**src/rtl/goldminer_pkg.sv**
```systemverilog
// goldminer_pkg: game-state encodings, object ranges, sprite sizes, speeds and scores
// shared by the hook collider and the gold-position block.
package goldminer_pkg;
    typedef enum logic [1:0] {GS_WAVE = 2'b00, GS_STRETCH = 2'b01, GS_HIT = 2'b10, GS_MISS = 2'b11} game_state_e;
    typedef enum logic [2:0] {IDLE, SEEK, HOLD, MISS, COLLECT} hook_state_e;
    localparam logic [10:0] H_ACTIVE = 11'd1440;
    localparam logic [9:0] V_ACTIVE = 10'd900;
    localparam logic [3:0] NO_OBJ = 4'hF;
    localparam int N_OBJ = 10;
    localparam int GOLD_LAST = 4;
    localparam int DIAM_LAST = 6;
    localparam int GOLD_SZ = 60;
    localparam int DIAM_SZ = 40;
    localparam int STONE_SZ = 80;
    localparam logic [2:0] SPD_EMPTY = 3'd6;
    localparam logic [2:0] SPD_GOLD = 3'd2;
    localparam logic [2:0] SPD_DIAM = 3'd4;
    localparam logic [2:0] SPD_STONE = 3'd1;
    localparam logic [15:0] SCORE_GOLD = 16'd100;
    localparam logic [15:0] SCORE_DIAM = 16'd500;
    localparam logic [15:0] SCORE_STONE = 16'd20;

    function automatic int obj_sz(input int i);
        return i <= GOLD_LAST ? GOLD_SZ : i <= DIAM_LAST ? DIAM_SZ : STONE_SZ;
    endfunction

    function automatic logic [2:0] obj_spd(input logic [3:0] idx);
        return int'(idx) <= GOLD_LAST ? SPD_GOLD : int'(idx) <= DIAM_LAST ? SPD_DIAM : SPD_STONE;
    endfunction

    function automatic logic [15:0] obj_score(input logic [3:0] idx);
        return int'(idx) <= GOLD_LAST ? SCORE_GOLD : int'(idx) <= DIAM_LAST ? SCORE_DIAM : SCORE_STONE;
    endfunction
endpackage

```
**src/rtl/hook_collider_if.sv**
```systemverilog
// hook_collider_if: gold-interaction bus between game side (master) and hook collider (slave).
interface hook_collider_if;
    logic [1:0] state;
    logic [10:0] hook_x;
    logic [9:0] hook_y;
    logic [109:0] obj_x;
    logic [99:0] obj_y;
    logic [3:0] hitted_gold;
    logic [10:0] blk_x;
    logic [9:0] blk_y;
    logic hit_req;
    logic miss_req;
    logic [2:0] retract_spd;
    logic [15:0] score;
    modport master (output state, hook_x, hook_y, obj_x, obj_y,
                    input hitted_gold, blk_x, blk_y, hit_req, miss_req, retract_spd, score);
    modport slave (input state, hook_x, hook_y, obj_x, obj_y,
                   output hitted_gold, blk_x, blk_y, hit_req, miss_req, retract_spd, score);
endinterface

```
**src/rtl/obj_hit_cmp.sv**
```systemverilog
// obj_hit_cmp: combinational live/touch test of the hook tip against one SZ x SZ sprite.
module obj_hit_cmp
    import goldminer_pkg::*;
#(
    parameter int SZ = 60
) (
    input  logic [10:0] obj_x_i,
    input  logic [9:0]  obj_y_i,
    input  logic [10:0] hook_x_i,
    input  logic [9:0]  hook_y_i,
    output logic        touch_o
);
    logic [11:0] x_end;
    logic [10:0] y_end;
    // One extra bit so sprites near the coordinate ceiling never wrap.
    assign x_end = {1'b0, obj_x_i} + 12'(SZ - 1);
    assign y_end = {1'b0, obj_y_i} + 11'(SZ - 1);
    assign touch_o = obj_x_i < H_ACTIVE && obj_y_i < V_ACTIVE
                  && hook_x_i >= obj_x_i && {1'b0, hook_x_i} <= x_end
                  && hook_y_i >= obj_y_i && {1'b0, hook_y_i} <= y_end;
endmodule

```
**src/rtl/hook_collider.sv**
```systemverilog
// hook_collider: detects the object under the hook tip, holds it and reports hit/miss/speed.
// Optional HOOK_SCORE_EN: accumulate a saturating score on each collected object.
module hook_collider
    import goldminer_pkg::*;
(
    input  logic            pixclk_60,
    input  logic            rst,
    hook_collider_if.slave  bus_io
);
    logic [N_OBJ-1:0] touch;
    logic [3:0] idx;
    hook_state_e st_q, st_d;
    logic [3:0] hg_q, hg_d;
    logic [10:0] bx_q, bx_d;
    logic [9:0] by_q, by_d;
    logic hit_q, hit_d, miss_q, miss_d;
    logic [2:0] spd_q, spd_d;
    logic [10:0] half_sel, half_hold;
    logic oob;

    for (genvar g = 0; g < N_OBJ; g++) begin : g_cmp
        obj_hit_cmp #(.SZ(obj_sz(g))) u_cmp (
            .obj_x_i (bus_io.obj_x[g*11 +: 11]),
            .obj_y_i (bus_io.obj_y[g*10 +: 10]),
            .hook_x_i(bus_io.hook_x),
            .hook_y_i(bus_io.hook_y),
            .touch_o (touch[g])
        );
    end

    always_comb begin
        idx = NO_OBJ;
        for (int i = N_OBJ - 1; i >= 0; i--) if (touch[i]) idx = 4'(i);
    end

    assign half_sel = 11'(obj_sz(int'(idx)) / 2);
    assign half_hold = 11'(obj_sz(int'(hg_q)) / 2);
    assign oob = bus_io.hook_x >= H_ACTIVE || bus_io.hook_y >= V_ACTIVE || bus_io.hook_x == 11'd0;

    always_comb begin
        st_d = st_q;
        hg_d = hg_q;
        bx_d = bx_q;
        by_d = by_q;
        hit_d = 1'b0;
        miss_d = 1'b0;
        spd_d = spd_q;
        unique case (st_q)
            IDLE: begin
                hg_d = NO_OBJ;
                spd_d = SPD_EMPTY;
                if (bus_io.state == GS_STRETCH) st_d = SEEK;
            end
            SEEK: begin
                // A catch takes precedence over leaving the play area.
                if (|touch) begin
                    st_d = HOLD;
                    hg_d = idx;
                    hit_d = 1'b1;
                    spd_d = obj_spd(idx);
                    bx_d = bus_io.hook_x >= half_sel ? bus_io.hook_x - half_sel : 11'd0;
                    by_d = bus_io.hook_y;
                end else if (oob) begin
                    st_d = MISS;
                    miss_d = 1'b1;
                    spd_d = SPD_EMPTY;
                end else if (bus_io.state == GS_WAVE) st_d = IDLE;
            end
            HOLD: begin
                bx_d = bus_io.hook_x >= half_hold ? bus_io.hook_x - half_hold : 11'd0;
                by_d = bus_io.hook_y;
                if (bus_io.state == GS_WAVE) st_d = COLLECT;
            end
            MISS: begin
                spd_d = SPD_EMPTY;
                if (bus_io.state == GS_WAVE) st_d = IDLE;
            end
            COLLECT: begin
                hg_d = NO_OBJ;
                spd_d = SPD_EMPTY;
                st_d = IDLE;
            end
            default: st_d = IDLE;
        endcase
    end

    always_ff @(posedge pixclk_60) begin
        if (rst) begin
            st_q <= IDLE;
            hg_q <= NO_OBJ;
            bx_q <= 11'd0;
            by_q <= 10'd0;
            hit_q <= 1'b0;
            miss_q <= 1'b0;
            spd_q <= SPD_EMPTY;
        end else begin
            st_q <= st_d;
            hg_q <= hg_d;
            bx_q <= bx_d;
            by_q <= by_d;
            hit_q <= hit_d;
            miss_q <= miss_d;
            spd_q <= spd_d;
        end
    end

    assign bus_io.hitted_gold = hg_q;
    assign bus_io.blk_x = bx_q;
    assign bus_io.blk_y = by_q;
    assign bus_io.hit_req = hit_q;
    assign bus_io.miss_req = miss_q;
    assign bus_io.retract_spd = spd_q;

`ifdef HOOK_SCORE_EN
    logic [15:0] score_q;
    logic [16:0] score_sum;
    assign score_sum = {1'b0, score_q} + {1'b0, obj_score(hg_q)};
    always_ff @(posedge pixclk_60) begin
        if (rst) score_q <= 16'd0;
        else if (st_q == COLLECT) score_q <= score_sum[16] ? 16'hFFFF : score_sum[15:0];
    end
    assign bus_io.score = score_q;
`else
    assign bus_io.score = 16'd0;
`endif
endmodule

```
**src/flat_wrapper.sv**
```systemverilog
// flat-port wrapper written by rule: the top's interface ports become plain ports
module hook_collider_flat import goldminer_pkg::*;
  (pixclk_60, rst, bus_io_state, bus_io_hook_x, bus_io_hook_y, bus_io_obj_x, bus_io_obj_y, bus_io_hitted_gold, bus_io_blk_x, bus_io_blk_y, bus_io_hit_req, bus_io_miss_req, bus_io_retract_spd, bus_io_score);
  hook_collider_if bus_io_i ();
  input  logic pixclk_60;
  input  logic rst;
  input wire logic [$bits(bus_io_i.state)-1:0] bus_io_state;
  input wire logic [$bits(bus_io_i.hook_x)-1:0] bus_io_hook_x;
  input wire logic [$bits(bus_io_i.hook_y)-1:0] bus_io_hook_y;
  input wire logic [$bits(bus_io_i.obj_x)-1:0] bus_io_obj_x;
  input wire logic [$bits(bus_io_i.obj_y)-1:0] bus_io_obj_y;
  output wire logic [$bits(bus_io_i.hitted_gold)-1:0] bus_io_hitted_gold;
  output wire logic [$bits(bus_io_i.blk_x)-1:0] bus_io_blk_x;
  output wire logic [$bits(bus_io_i.blk_y)-1:0] bus_io_blk_y;
  output wire logic [$bits(bus_io_i.hit_req)-1:0] bus_io_hit_req;
  output wire logic [$bits(bus_io_i.miss_req)-1:0] bus_io_miss_req;
  output wire logic [$bits(bus_io_i.retract_spd)-1:0] bus_io_retract_spd;
  output wire logic [$bits(bus_io_i.score)-1:0] bus_io_score;
  assign bus_io_i.state = bus_io_state;
  assign bus_io_i.hook_x = bus_io_hook_x;
  assign bus_io_i.hook_y = bus_io_hook_y;
  assign bus_io_i.obj_x = bus_io_obj_x;
  assign bus_io_i.obj_y = bus_io_obj_y;
  assign bus_io_hitted_gold = bus_io_i.hitted_gold;
  assign bus_io_blk_x = bus_io_i.blk_x;
  assign bus_io_blk_y = bus_io_i.blk_y;
  assign bus_io_hit_req = bus_io_i.hit_req;
  assign bus_io_miss_req = bus_io_i.miss_req;
  assign bus_io_retract_spd = bus_io_i.retract_spd;
  assign bus_io_score = bus_io_i.score;
  hook_collider u_core (.pixclk_60(pixclk_60), .rst(rst), .bus_io(bus_io_i));
endmodule
```
**config.mk**
```make
export PLATFORM = sky130hd
export DESIGN_NAME = hook_collider_flat
export DESIGN_NICKNAME = d
export VERILOG_FILES = /design/src/rtl/goldminer_pkg.sv /design/src/rtl/hook_collider_if.sv /design/src/rtl/obj_hit_cmp.sv /design/src/rtl/hook_collider.sv /design/src/flat_wrapper.sv
export SDC_FILE = /design/constraint.sdc
export NUM_CORES = 1
export LEC_CHECK = 0
export ABC_AREA = 1
export CORE_MARGIN = 2
export CORE_UTILIZATION = 50
export DETAILED_ROUTE_END_ITERATION = 10
export PLACE_DENSITY = 0.82
export RECOVER_POWER = 50
export REMOVE_ABC_BUFFERS = 1
export SLEW_MARGIN = 10
export SYNTH_ARGS = -nofsm -noshare
export SYNTH_HDL_FRONTEND = slang
export SYNTH_SLANG_ARGS = --single-unit
```
**constraint.sdc**
```tcl
create_clock -name pixclk_60 -period 4.6 [get_ports pixclk_60]
set_input_delay 0.46 -clock pixclk_60 [delete_from_list [all_inputs] [get_ports pixclk_60]]
set_output_delay 0.46 -clock pixclk_60 [all_outputs]
set_load 0.05 [all_outputs]
```
# == Word-level counts from Yosys, hierarchy flattened ==
# Cells that the tools add are included.
# word_totals
register_bits,33
inputBits,235
output_inout_bits,46
# op_classes
add_sub_neg,24
order_cmp,68
eq_ne,9
mux,35
n_bitwise,3
n_reduce_logical,67
# op_table
operator,n
11-bit greater-or-equal comparator,12
11-bit by 12-bit <= comparator with 1-bit output,10
10-bit by 11-bit <= comparator with 1-bit output,10
11-bit less-than comparator (second input constant),10
10-bit greater-or-equal comparator,10
10-bit less-than comparator (second input constant),10
11-bit by 6-bit adder with 12-bit output (second input constant),7
10-bit by 6-bit adder with 11-bit output (second input constant),7
1-bit logical AND,50
11-bit by 7-bit adder with 12-bit output (second input constant),3
4-bit 2-to-1 mux,9
10-bit by 7-bit adder with 11-bit output (second input constant),3
11-bit 2-to-1 mux,3
3-bit 2-to-1 mux,11
7-bit 2-to-1 mux,4
11-bit by 1-bit adder with 11-bit output,2
11-bit case mux with 2 select lines,1
11-bit subtractor,2
10-bit case mux with 2 select lines,1
4-bit by 3-bit <= comparator with 1-bit output (second input constant),4
3-bit case mux with 4 select lines,1
12-bit OR reduction,1
11-bit greater-or-equal comparator (second input constant),1
11-bit zero test,1
21 further kinds,33

# == Depth between registers and ports, before layout ==
# Gate-level depths: netlist of run 1.
# depth
word_depth,25
depth_mapped,41

# == By module ==
# From an unflattened synthesis of run 1, not the netlist that was laid out.
# hier_totals
cells_unflattened,2901
hier_area_um2,17550.6
# by_module_without_submodules
module,n_inst,cells_each,area_each_um2
obj_hit_cmp at u_core.g_cmp[7].u_cmp ...,3,248,1507.7
obj_hit_cmp at u_core.g_cmp[3].u_cmp ...,2,257,1495.2
obj_hit_cmp at u_core.g_cmp[0].u_cmp ...,2,252,1481.4
hook_collider,1,391,2493.6
obj_hit_cmp at u_core.g_cmp[5].u_cmp,1,247,1541.5
obj_hit_cmp at u_core.g_cmp[6].u_cmp,1,246,1541.5
obj_hit_cmp at u_core.g_cmp[2].u_cmp,1,255,1497.7

# == Worst setup path before layout of run 1 ==
# No wires, ideal clock.
# synth_timing
path_type,input -> register
start,in bus_io_obj_x[77]
end,"reg u_core.bx_q[10], in the netlist u_core.bus_io.blk_x[10]"
arrival_ps,4617
slack_ps,-131
stages,39
cell_sequence,inv_1 -> ha_1 -> nand3_1 -> nand3_1 -> a21oi_1 -> nand3_1 -> xor2_1 -> inv_1 -> ha_1 -> nand2_1 -> inv_1 -> nand2_1 -> nor2_1 -> nand2_1 -> nand3_1 -> nand2_1 -> nor2_1 -> nor2_1 -> (+3 left out) -> nand2_1 -> nand2_1 -> nand2_1 -> nand2_1 -> nand2_1 -> nand2_1 -> nand2_1 -> nand2_1 -> inv_1 -> ha_1 -> a21oi_1 -> o21ai_0 -> a211o_1 -> o21ai_0 -> clkbuf_1 -> o22ai_1 -> nor2_1 -> nor2_1
# synth_between
elab_chain_cells,22
word_cells_on_any_way,31
cone_classes,3 x add/sub; 6 x order compare; 1 x eq/ne; 13 x mux; 1 x bitwise; 7 x reduce/logical
# synth_rtl
element,line_no,rtl
from (decl),flat_wrapper.sv:10,input wire logic [$bits(bus_io_i.obj_x)-1:0] bus_io_obj_x;
branches (longest 3 deep; another with 11-bit by 7-bit adder with 12-bit output),-,
1-bit logical AND *,obj_hit_cmp.sv:19,"&& hook_x_i >= obj_x_i && {1'b0, hook_x_i} <= x_end"
1-bit logical AND * (2 in a row),obj_hit_cmp.sv:20,"&& hook_y_i >= obj_y_i && {1'b0, hook_y_i} <= y_end;"
4-bit 2-to-1 mux (8 in a row),hook_collider.sv:33,for (int i = N_OBJ - 1; i >= 0; i--) if (touch[i]) idx = 4'(i);
4-bit by 3-bit <= comparator with 1-bit output,goldminer_pkg.sv:24,return i <= GOLD_LAST ? GOLD_SZ : i <= DIAM_LAST ? DIAM_SZ : STONE_SZ;
7-bit 2-to-1 mux,goldminer_pkg.sv:24,
1-bit AND (no line) / 7-bit 2-to-1 mux (equally long branches),-,
11-bit by 1-bit adder with 11-bit output (no line),-,
11-bit subtractor / 11-bit greater-or-equal comparator (equally long branches),hook_collider.sv:61,bx_d = bus_io.hook_x >= half_sel ? bus_io.hook_x - half_sel : 11'd0;
11-bit 2-to-1 mux,hook_collider.sv:61,
11-bit 2-to-1 mux,hook_collider.sv:56,if (|touch) begin
11-bit case mux with 2 select lines,hook_collider.sv:48,unique case (st_q)
to (signal assigned),hook_collider.sv:91,bx_q <= 11'd0;
to (signal assigned),hook_collider.sv:99,bx_q <= bx_d;
to (decl),hook_collider.sv:14,"logic [10:0] bx_q, bx_d;"
# Mark *: on every way between the ends. The select of a mux whose other input is x is not followed.
# A chain may end at the register's enable or synchronous reset.

# == Worst setup path in the final report of run 1 ==
# layout_timing
start,in bus_io_obj_y[15]
end,"reg u_core.bx_q[6], in the netlist u_core.bus_io.blk_x[6]"
# layout_between
elab_chain_cells,16
word_cells_on_any_way,25
cone_classes,3 x add/sub; 6 x order compare; 1 x eq/ne; 7 x mux; 1 x bitwise; 7 x reduce/logical
# layout_rtl
element,line_no,rtl
from (decl),flat_wrapper.sv:11,input wire logic [$bits(bus_io_i.obj_y)-1:0] bus_io_obj_y;
branches (longest 5 deep; another with 10-bit by 6-bit adder with 11-bit output),-,
1-bit logical AND *,obj_hit_cmp.sv:20,
4-bit 2-to-1 mux (2 in a row),hook_collider.sv:33,
4-bit by 3-bit <= comparator with 1-bit output,goldminer_pkg.sv:24,
7-bit 2-to-1 mux,goldminer_pkg.sv:24,
1-bit AND (no line) / 7-bit 2-to-1 mux (equally long branches),-,
11-bit by 1-bit adder with 11-bit output (no line),-,
11-bit subtractor / 11-bit greater-or-equal comparator (equally long branches),hook_collider.sv:61,
11-bit 2-to-1 mux,hook_collider.sv:61,
11-bit 2-to-1 mux,hook_collider.sv:56,
11-bit case mux with 2 select lines,hook_collider.sv:48,
# Marked as above.

==> results of run 1 <==
## worst max-delay path, delay by kind of cell
kind	cells	cell delay, ns
compound gates	8	1.05
xor+xnor	1	0.14
fa+ha+maj	2	0.55
simple gates	13	1.74
buf+inv	5	0.96
## layer usage
layer / wire length (um) / vias to the layer above / track usage [%] / share of wire (%)
li1: - / 10023 / - / -
met1: 25300 / 9666 / 40.4 / 39
met2: 30700 / 922 / 61.8 / 48
met3: 4530 / 282 / 3.86 / 7.0
met4: 3790 / 0 / 16.6 / 5.9
met5: 0 / - / 0 / 0
## cells by family after synthesis
kind of cell / after synthesis / synth area share [%]
buffers and inverters: 380 / 9.41
AO/OA/AOI/OAI: 452 / 15.9
flip-flops: 33 / 4.09
adder cells (fa/ha/maj): 452 / 35.1
XOR/XNOR: 147 / 7.97
other: 1 / 0.0232
AND/OR/NAND/NOR: 1007 / 27.5
## placed cells by master, fill, tap and decap left out, types with 54 or more instances in the layout
master           count
buf_4              504
ha_1               419
nand2_1            418
inv_1              284
nor2_1             189
a21oi_1            177
xor2_1             131
clkdlybuf4s50_1    109
nand3_1             95
dlymetal6s2s_1      84
o21ai_0             75
inv_2               66
nand2_2             62
nand4_1             54
## what timing repair did
item,in CTS,in global routing
hold buffers,0,0
buffers inserted,41,34
gates cloned,1,0
setup endpoints to repair,11,12
resized for setup,250,397
pin swaps,141,231
## registers in the layout (all words and copies together) (netlist names)
name                       flops
u_core.bus_io.blk_x           11
u_core.bus_io.miss_req         1
u_core.bus_io.hit_req          1
u_core.st_q                    3
u_core.bus_io.hitted_gold      4
u_core.bus_io.retract_spd      3
u_core.bus_io.blk_y           10
## where the power goes
group,switching [uW],leakage [uW],internal (uW)
Clock,128,0.0000696,198
Sequential,68.8,0.000269,372
Combinational,2060,0.0135,1560
Total,2250,0.0138,2130
## worst paths after layout
check        slack [ns]                    startpoint                     end
max reg2reg        1.27  u_core.bus_io.hitted_gold[0]  u_core.bus_io.blk_x[6]
min reg2reg        0.48        u_core.bus_io.blk_x[2]  u_core.bus_io.blk_x[2]
max               -0.14              bus_io_obj_y[15]  u_core.bus_io.blk_x[6]
min                0.48        u_core.bus_io.blk_x[2]  u_core.bus_io.blk_x[2]
## cell usage after synthesis (all sizes together), types with 8 or more instances
cell type | number | share of area [%]
nand2 | 498 | 12
ha | 450 | 35
inv | 353 | 8.2
nor2 | 224 | 5.5
a21oi | 207 | 6.5
nand3 | 136 | 4.4
xor2 | 136 | 7.4
o21ai | 129 | 4.0
nand4 | 58 | 2.5
nor3 | 55 | 1.7
dfxtp | 33 | 4.1
buf | 21 | 1.0
a31oi | 17 | 0.66
o211ai | 17 | 0.79
or2 | 17 | 0.71
a21o | 13 | 0.60
a211oi | 11 | 0.51
o21a | 11 | 0.51
xnor2 | 11 | 0.60
o2111ai | 10 | 0.54
o22ai | 9 | 0.35
nor4 | 8 | 0.31
o21bai | 8 | 0.37
## layout make-up
type	count	area, sq um	area share [%]
multi-input combinational	2074	15500	61.3
timing repair buffer	808	7120	28.2
inverter	354	1340	5.29
sequential	33	661	2.61
tap	402	503	1.99
clock buffer	5	125	0.495
clock inverter	3	17.5	0.0693
antenna	4	10.0	0.0396
## metrics by stage
step | power (uW) | util (%)
CTS | 4080 | 75.8
floorplan | 2180 | -
finish | 4380 | 79.9
detailed placement | 3560 | 72.4
global placement | 3440 | 72.4
global route | 4690 | 79.9
==> impl_results.rst, run 1 <==
.. list-table::
   :header-rows: 1

   * - Metric
     - Value
   * - Sum Neg Setup Slack
     - -0.341 ns
   * - Most used DFF post-synth
     - dfxtp_1
   * - Post-route clock skew
     - 0.00550 ns
   * - Number of port buffers
     - 264
   * - Max stage delay on crit path
     - roughly 0.44 ns
   * - First drt pass iteration count
     - 5
   * - Crit path max-delay cell type
     - clkdlybuf4s50_1
   * - Min-Delay Path Depth
     - 2
   * - Placed Instances
     - roughly 3,600
   * - Aggregate routed wire length
     - around 64,000 um
   * - Routability cong.
     - 0.961
   * - Min setup slack post-route
     - -0.135 ns
   * - DIE AREA
     - 33,700 sq um
   * - Timing-limited maximum frequency
     - 211 MHz
   * - Boundary Pins
     - 281
   * - Data required time at the worst endpoint
     - 4.77 ns
   * - Antenna violations before repair
     - 4
   * - Areal power density over the cells
     - 173 nW/um^2
   * - Slew headroom
     - a little over half
   * - Clk Latency, worst-skew pair
     - 0.28 ns
   * - Leak Pwr
     - 0.0138 uW
   * - Hold Worst Slack
     - between 0.4 and 0.5 ns
   * - Sequential-to-total area share from yosys stat
     - 4.09%
   * - Vias/cell
     - 5.67
   * - Measured slew at the worst slew-check pin
     - slightly below 0.7 ns
   * - Setup-failing EPs final
     - 8
   * - Netlist area before placement
     - roughly 16,000 sq um
   * - Status
     - finished, violations left
   * - Global router's overall resource usage
     - 34.3%
   * - Syn. warnings
     - 0
   * - DPL Wire Length
     - 48,600 um
   * - Hold Fails Final Rpt
     - 0
   * - Largest net degree at the start of global routing
     - 24
   * - Number of remaining DRC errors
     - 0
   * - CP Data Arrival Time
     - slightly below 5 ns
   * - Placed inst area
     - 22,900 sq um
   * - Filler instances
     - ~2,100
   * - Nature of the critical path endpoint
     - flip-flop
   * - Violations in the final reports
     - setup timing
   * - Via count of the first global-routing pass
     - 20,439
   * - EDFF count, synth
     - 0
   * - Std-Cell Rows
     - 65
   * - Minimum clock period after layout
     - 4.74 ns
   * - Core region area
     - around 32,000 sq um
   * - Logic depth of the worst register-to-register path
     - 13
   * - Share of cells above drive strength 1
     - 29.0%
   * - Floorplan die width
     - about 180 um
   * - Deepest clock path buffer count
     - 2
   * - Final standard cell area without fillers
     - 25,300 sq um
   * - Cell Count, Final, Fillers Out
     - 3,683
   * - Clock tree from TritonCTS
     - built
   * - Count of pins over their slew limit
     - 0
   * - Clock transition at the register clock pins on the worst setup and hold paths after CTS
     - 0.06 ns
   * - Maximum VDD drop
     - 0.171 mV
   * - Unrepaired setup endpoints after global routing
     - yes
   * - Synth async-reset ratio
     - 0%
   * - Num Clock Sinks
     - 33
   * - Total CTS buffers
     - 5
   * - Number of nets in the layout
     - 3,963
   * - Die outline height
     - 184 um
   * - Count of distinct cell types in the synthesized netlist
     - 57
   * - Vias after detailed routing
     - 20,893
   * - CP Max Fanout
     - 5
   * - Worst-case setup slack after placement
     - -0.989 ns
   * - Area growth from synthesis to layout
     - 56.6%
   * - Cell mode on critical path
     - nand2_2
   * - Kind of critical path
     - input port to flip-flop
   * - Gate count after technology mapping
     - between 2,000 and 2,500
   * - Mean instance size in the synthesized netlist
     - 6.53 sq um
   * - GRT Residual Overflow
     - 0
   * - Starting Density
     - 51.0%
   * - Antenna viol nets, final
     - 0
   * - Master cell of the clock root buffer
     - clkbuf_16
   * - Detailed router's first-iteration violation count
     - 1,531
   * - Routed WL per cell
     - between 15 and 20 um
   * - Type of origin of the critical path
     - input port
   * - Register bit count reported by yosys
     - 33
   * - Fin crit share
     - 103%
   * - Worst min-delay path class
     - flip-flop to flip-flop
   * - Global-route wire length before repair
     - ~95,000 um
   * - H-tree levels
     - 2
   * - Max-cap violations
     - 0
(Power assumes the default switching activity.)
==> run 2: changes to the inputs <==
Settings changed: SETUP_SLACK_MARGIN from default to 0.2.
==> impl_results.rst, run 2 (synthesized netlist as in run 1, its figures left out) <==
.. list-table::
   :header-rows: 1

   * - Metric
     - Value
   * - Nature of the critical path endpoint
     - flip-flop
   * - GRT Residual Overflow
     - 0 (unchanged)
   * - Die outline height
     - 184 um (unchanged)
   * - CP Max Fanout
     - 5 (unchanged)
   * - H-tree levels
     - 2 (unchanged)
   * - Std-Cell Rows
     - 65 (unchanged)
   * - Cell mode on critical path
     - nand2_2
   * - Global router's overall resource usage
     - 35.4% (+1.0 points)
   * - Max stage delay on crit path
     - 0.35 ns (-0.09 ns)
   * - Num Clock Sinks
     - 33 (unchanged)
   * - Max-cap violations
     - 0 (unchanged)
   * - Worst-case register-to-register setup slack
     - 1.10 ns (-0.17 ns)
   * - Slew headroom
     - 53.5% (-1.2 points)
   * - Number of nets in the layout
     - 4,011 (+1.2%)
   * - Maximum VDD drop
     - 0.232 mV (+35%)
   * - Timing-limited maximum frequency
     - 204 MHz (-3.2%)
   * - Flip-flop count of the largest register after layout
     - 11 (unchanged)
   * - Data required time at the worst endpoint
     - 4.76 ns (about the same)
   * - Global-route wire length before repair
     - 97,900 um (+2.8%)
   * - Hold Fails Final Rpt
     - 0 (unchanged)
   * - DPL Wire Length
     - 48,600 um (unchanged)
   * - Boundary Pins
     - 281 (unchanged)
   * - Vias/cell
     - 5.86 (+3.2%)
   * - Vias after detailed routing
     - 21,871 (+4.7%)
   * - Number of port buffers
     - 264 (unchanged)
   * - Post-route clock skew
     - 0.00889 ns (+0.00339 ns)
   * - Unrepaired setup endpoints after global routing
     - yes
   * - Kind of critical path
     - input port to flip-flop
   * - Worst min-delay path class
     - flip-flop to flip-flop
   * - Status
     - finished, violations left
   * - Detailed router's first-iteration violation count
     - 1,915 (+25%)
   * - Antenna viol nets, final
     - 0 (unchanged)
   * - Type of origin of the critical path
     - input port
   * - Deepest clock path buffer count
     - 2 (unchanged)
   * - DIE AREA
     - 33,700 sq um (unchanged)
   * - Routability cong.
     - 0.961 (unchanged)
   * - Clock transition at the register clock pins on the worst setup and hold paths after CTS
     - 0.06 ns (about the same)
   * - Sum Neg Setup Slack
     - -2.26 ns (-1.92 ns)
   * - Most frequent cells in the layout
     - buf_4 (525), ha_1 (417), nand2_1 (400)
   * - Violations in the final reports
     - setup timing
   * - Hold Worst Slack
     - 0.499 ns (+0.0151 ns)
   * - Antenna violations before repair
     - 8 (+4)
   * - Reg-to-Reg Start
     - u_core.bus_io.hitted_gold[0]
   * - Logic depth of the worst register-to-register path
     - 13 (unchanged)
   * - Sink of the worst hold path
     - u_core.bus_io.blk_y[1]
   * - Floorplan die width
     - 184 um (unchanged)
   * - Starting Density
     - 51.0% (unchanged)
   * - Number of remaining DRC errors
     - 0 (unchanged)
   * - Largest net degree at the start of global routing
     - 24 (unchanged)
   * - Areal power density over the cells
     - 178 nW/um^2 (+2.6%)
   * - Aggregate routed wire length
     - 68,700 um (+6.8%)
   * - Total CTS buffers
     - 5 (unchanged)
   * - Crit Reg-Reg Endpoint
     - u_core.bus_io.blk_x[6]
   * - First drt pass iteration count
     - 7 (+2)
   * - Share of cells above drive strength 1
     - 32.2% (+3.2 points)
   * - Area growth from synthesis to layout
     - 60.3%
   * - Clock tree from TritonCTS
     - built
   * - Count of pins over their slew limit
     - 0 (unchanged)
   * - Minimum clock period after layout
     - 4.89 ns (+0.158 ns)
   * - Master cell of the clock root buffer
     - clkbuf_16
   * - Hold buffer count at cts
     - 0 (unchanged)
   * - Min-Delay Path Depth
     - 2 (unchanged)
   * - Leak Pwr
     - 0.0138 uW (+0.34%)
   * - Min setup slack post-route
     - -0.294 ns (-0.158 ns)
   * - Core region area
     - 31,600 sq um (unchanged)
   * - Measured slew at the worst slew-check pin
     - 0.690 ns (+0.0179 ns)
   * - Hold wc startpoint
     - u_core.bus_io.blk_y[1]
   * - Crit path max-delay cell type
     - ha_1
   * - Fin crit share
     - 106% (+3.4 points)
   * - Worst-case setup slack after placement
     - -0.989 ns (unchanged)
   * - Most common cell after layout, fill and taps aside
     - buf_4
   * - Routed WL per cell
     - 18.4 um (+5.3%)
   * - Setup-failing EPs final
     - 13 (+5)
   * - CP Data Arrival Time
     - 5.06 ns (+0.16 ns)
   * - Clk Latency, worst-skew pair
     - 0.29 ns (about the same)
   * - Via count of the first global-routing pass
     - 20,980 (+2.6%)
## run 2: changes by cell type in the layout (fill, tap and decap cells not counted), moves of 14 or more
cell / before / now
dlygate4sd2_1: 7 / 38
clkdlybuf4s50_1: 109 / 88
buf_4: 504 / 525
dlymetal6s2s_1: 84 / 47
nand2_1: 418 / 400
buf_6: 23 / 53
clkbuf_2: 25 / 39
## run 2: area by class of cell
type | instances | area (sq um)
multi-input cells | 2074 | 15800
repair buffers | 856 | 7380
fillers | 2014 | 5760
inverters | 354 | 1360
flip-flops and latches | 33 | 661
well taps | 402 | 503
clock buffers | 5 | 125
diodes | 8 | 20.0
clock inverters | 3 | 17.5
## run 2: per-stage QoR
stage          util, %  instance area [sq um]  total power [uW]  std cells
6_report          81.8                  25900              4600       3735
5_1_grt           81.8                  25900              4870       3732
4_1_cts           77.4                  24500              4140       3684
3_5_place_dp      72.4                  22900              3560       3596
3_3_place_gp      72.4                  22900              3440       3596
2_1_floorplan        -                  16000              2180       2461
## run 2: metal layers
| layer | routed length [um] | share of wire [%] | GRT usage (%) |
|---|---|---|---|
| met3 | 5980 | 8.7 | 4.69 |
| met2 | 32000 | 47 | 62.9 |
| met5 | 46 | 0.067 | 0 |
| met1 | 26000 | 38 | 40.9 |
| met4 | 4710 | 6.9 | 19.4 |
## run 2: where the power goes
part	switching (uW)	total [uW]	internal [uW]
clock	137	336	199
sequential	71.4	444	372
combinational	2190	3820	1630
## run 2: how the worst max path moves through the flow
stage | cells after the start | endpoint | from
2_1_floorplan | 38 | u_core.bus_io.blk_x[10] | bus_io_obj_x[77]
3_3_place_gp | 41 | u_core.bus_io.blk_x[6] | bus_io_obj_x[77]
3_5_place_dp | 40 | u_core.bus_io.blk_x[1] | bus_io_obj_x[77]
4_1_cts | 44 | u_core.bus_io.retract_spd[2] | bus_io_obj_x[77]
5_1_grt | 33 | u_core.bus_io.blk_x[8] | bus_io_obj_y[62]
6_report | 33 | u_core.bus_io.blk_x[6] | bus_io_obj_y[62]
## run 2: worst max-delay path: cells and delay by family
family                   cells  cell delay, ns
XOR/XNOR                     2            0.32
AND/OR/NAND/NOR             14            1.67
buffers and inverters        7            0.85
AO/OA/AOI/OAI                8            1.17
adder cells (fa/ha/maj)      2            0.57
## run 2: timing repair
item | 4_1_cts | 5_1_grt
setup buffers | 79 | 43
endpoints found under the setup margin | 11 | 13
cloned | 1 | 0
pin swaps | 210 | 246
gates resized for setup | 434 | 411
==> edit: new RTL, flow settings as in run 1 <==
The 5 states of `hook_state_e` get a one-hot encoding in 5 bits.
--- a/src/rtl/goldminer_pkg.sv
+++ b/src/rtl/goldminer_pkg.sv
@@ -2,7 +2,7 @@
 // shared by the hook collider and the gold-position block.
 package goldminer_pkg;
     typedef enum logic [1:0] {GS_WAVE = 2'b00, GS_STRETCH = 2'b01, GS_HIT = 2'b10, GS_MISS = 2'b11} game_state_e;
-    typedef enum logic [2:0] {IDLE, SEEK, HOLD, MISS, COLLECT} hook_state_e;
+    typedef enum logic [4:0] {IDLE = 5'b00001, SEEK = 5'b00010, HOLD = 5'b00100, MISS = 5'b01000, COLLECT = 5'b10000} hook_state_e;
     localparam logic [10:0] H_ACTIVE = 11'd1440;
     localparam logic [9:0] V_ACTIVE = 10'd900;
     localparam logic [3:0] NO_OBJ = 4'hF;
Function: no difference found for any inputs over 4 cycles, from zero or initial values and one cycle with rst high; so few cycles prove little.
==> edit against run 1 <==
  * The run still ends with negative setup slack left
  * Total power down 9.9%
  * First-iteration DRC count down 20%
  * Maximum frequency down 0.47%
  * Setup slack worse by 0.023 ns
  * Sequential power down 21%
  * Largest power group unchanged
  * Sequential cell count up 2
  * Largest cell class unchanged
  * Final area up 2.6%
  * Clock skew down 0.0017 ns
  * Synthesized cell count up 3.7%
  * Routed wire length up 1.2%
  * Highest routed layer is now met5
  * Area after synthesis up 3.4%
  * Critical endpoint is now u_core.bus_io.blk_x[10]
==> edit: results (changes against run 1) <==
Outcome = complete, but fails checks
Failing checks = negative setup slack
DR pass1 iterations = 7 (+2)
Final Net Count = 4124 (+4.1%)
Fill count = 2225 (+4.5%)
CP max stage delay = 0.30 ns (-0.14 ns)
Crit. Startpoint = bus_io_obj_y[92]
Reg2Reg Setup Slack = 0.89 ns (-0.38 ns)
Sequential element share of the synthesized area = 4.20% (+0.11 points)
Placer Congestion = 1.00 (+4.4%)
Drt via density = 5.55 (-2.2%)
Worst Clk Skew = 0.00376 ns (-0.00173 ns)
Worst reg2reg startpoint = u_core.bus_io.hitted_gold[1]
CP max stage cell = ha_1
Final worst slack = -0.158 ns (-0.0226 ns)
Worst-path fanout max = 3 (-2)
Setup violators final = 10 (+2)
Synth area leaders = ha_1 34%, nand2_1 13%, inv_1 8.7%
WL final = 65.1 mm (+1.2%)
Hold path start = u_core.bus_io.blk_x[5]
First-pass GRT wire length = 103 mm (+8.6%)
Layout cells sized above 1 = 29.7% (+0.65 points)
Synth top cells by count = 557 x nand2_1, 450 x ha_1, 388 x inv_1
Slew HR = 38.4% (-16 points)
Distinct cell type count after synthesis = 59 (+3.5%)
DR iter-0 viols = 1230 (-20%)
Pin count of the biggest net entering global routing = 32 (+33%)
edit: changes by cell type after synthesis, sizes merged, moves of 5 or more:
cell,change
o22ai,-5
o21a,+7
o21ai,-24
nor2,-7
nor4,+8
nand2,+87
xor2,-9
inv,+41
a21oi,+11
or2,-7
edit: cells by family (layout without fill, tap and decap cells):
group,count (synthesis),in the layout,synth area share [%]
AND/OR/NAND/NOR,1086,1086,29.2
adder cells (fa/ha/maj),452,452,34.0
AO/OA/AOI/OAI,425,425,15.0
buffers and inverters,423,1282,10.2
XOR/XNOR,142,142,7.45
flip-flops,35,35,4.20
other,1,18,0.0225
edit: what timing repair did:
item                                    CTS  global route
buffers inserted                         59            16
endpoints found under the setup margin   11            11
gates resized for setup                 451            74
pin swaps                               197            83
edit: final timing paths:
kind	end	depth (start not counted)
worst max-delay path	u_core.bus_io.blk_x[10]	41
worst min-delay path	u_core.bus_io.blk_x[5]	2
worst min register to register	u_core.bus_io.blk_x[5]	2
worst max register to register	u_core.bus_io.blk_x[10]	20
edit: per-stage QoR:
| step | setup WS [ns] | utilization (%) | area [um2] | cells | hold WS [ns] |
|---|---|---|---|---|---|
| floorplan | -0.102 | - | 16500 | 2551 | 0.522 |
| global placement | -0.957 | 73.9 | 24200 | 3799 | 0.460 |
| detailed placement | -1.18 | 73.9 | 24200 | 3799 | 0.466 |
| CTS | -0.0293 | 78.2 | 25600 | 3864 | 0.484 |
| global route | -0.536 | 79.3 | 25900 | 3880 | 0.504 |
| finish | -0.158 | 79.3 | 25900 | 3882 | 0.469 |
edit: power by group:
group / switching [mW] / internal [mW]
sequential: 0.0184 / 0.332
combinational: 1.76 / 1.48
clock: 0.137 / 0.216
edit: critical path, delay by kind of cell:
family          cells  cell delay [ns]
buf+inv            10             1.03
simple gates       21             2.04
compound gates      8             0.86
fa+ha+maj           2             0.51
edit: layer usage:
metal,global-route usage (%),vias up,share of wire (%)
li1,-,10375,-
met1,40.9,9927,39
met2,64.7,943,48
met3,4.95,295,7.3
met4,16.7,4,5.6
met5,0,-,0.051
edit: cell type report:
type / instances / area share [%]
repair buffers: 879 / 29.1
diodes: 2 / 0.0193
clock buffers: 6 / 0.536
clock inverters: 2 / 0.0627
multi-input cells: 2121 / 59.7
flip-flops and latches: 35 / 2.70
inverters: 395 / 5.74
well taps: 442 / 2.13
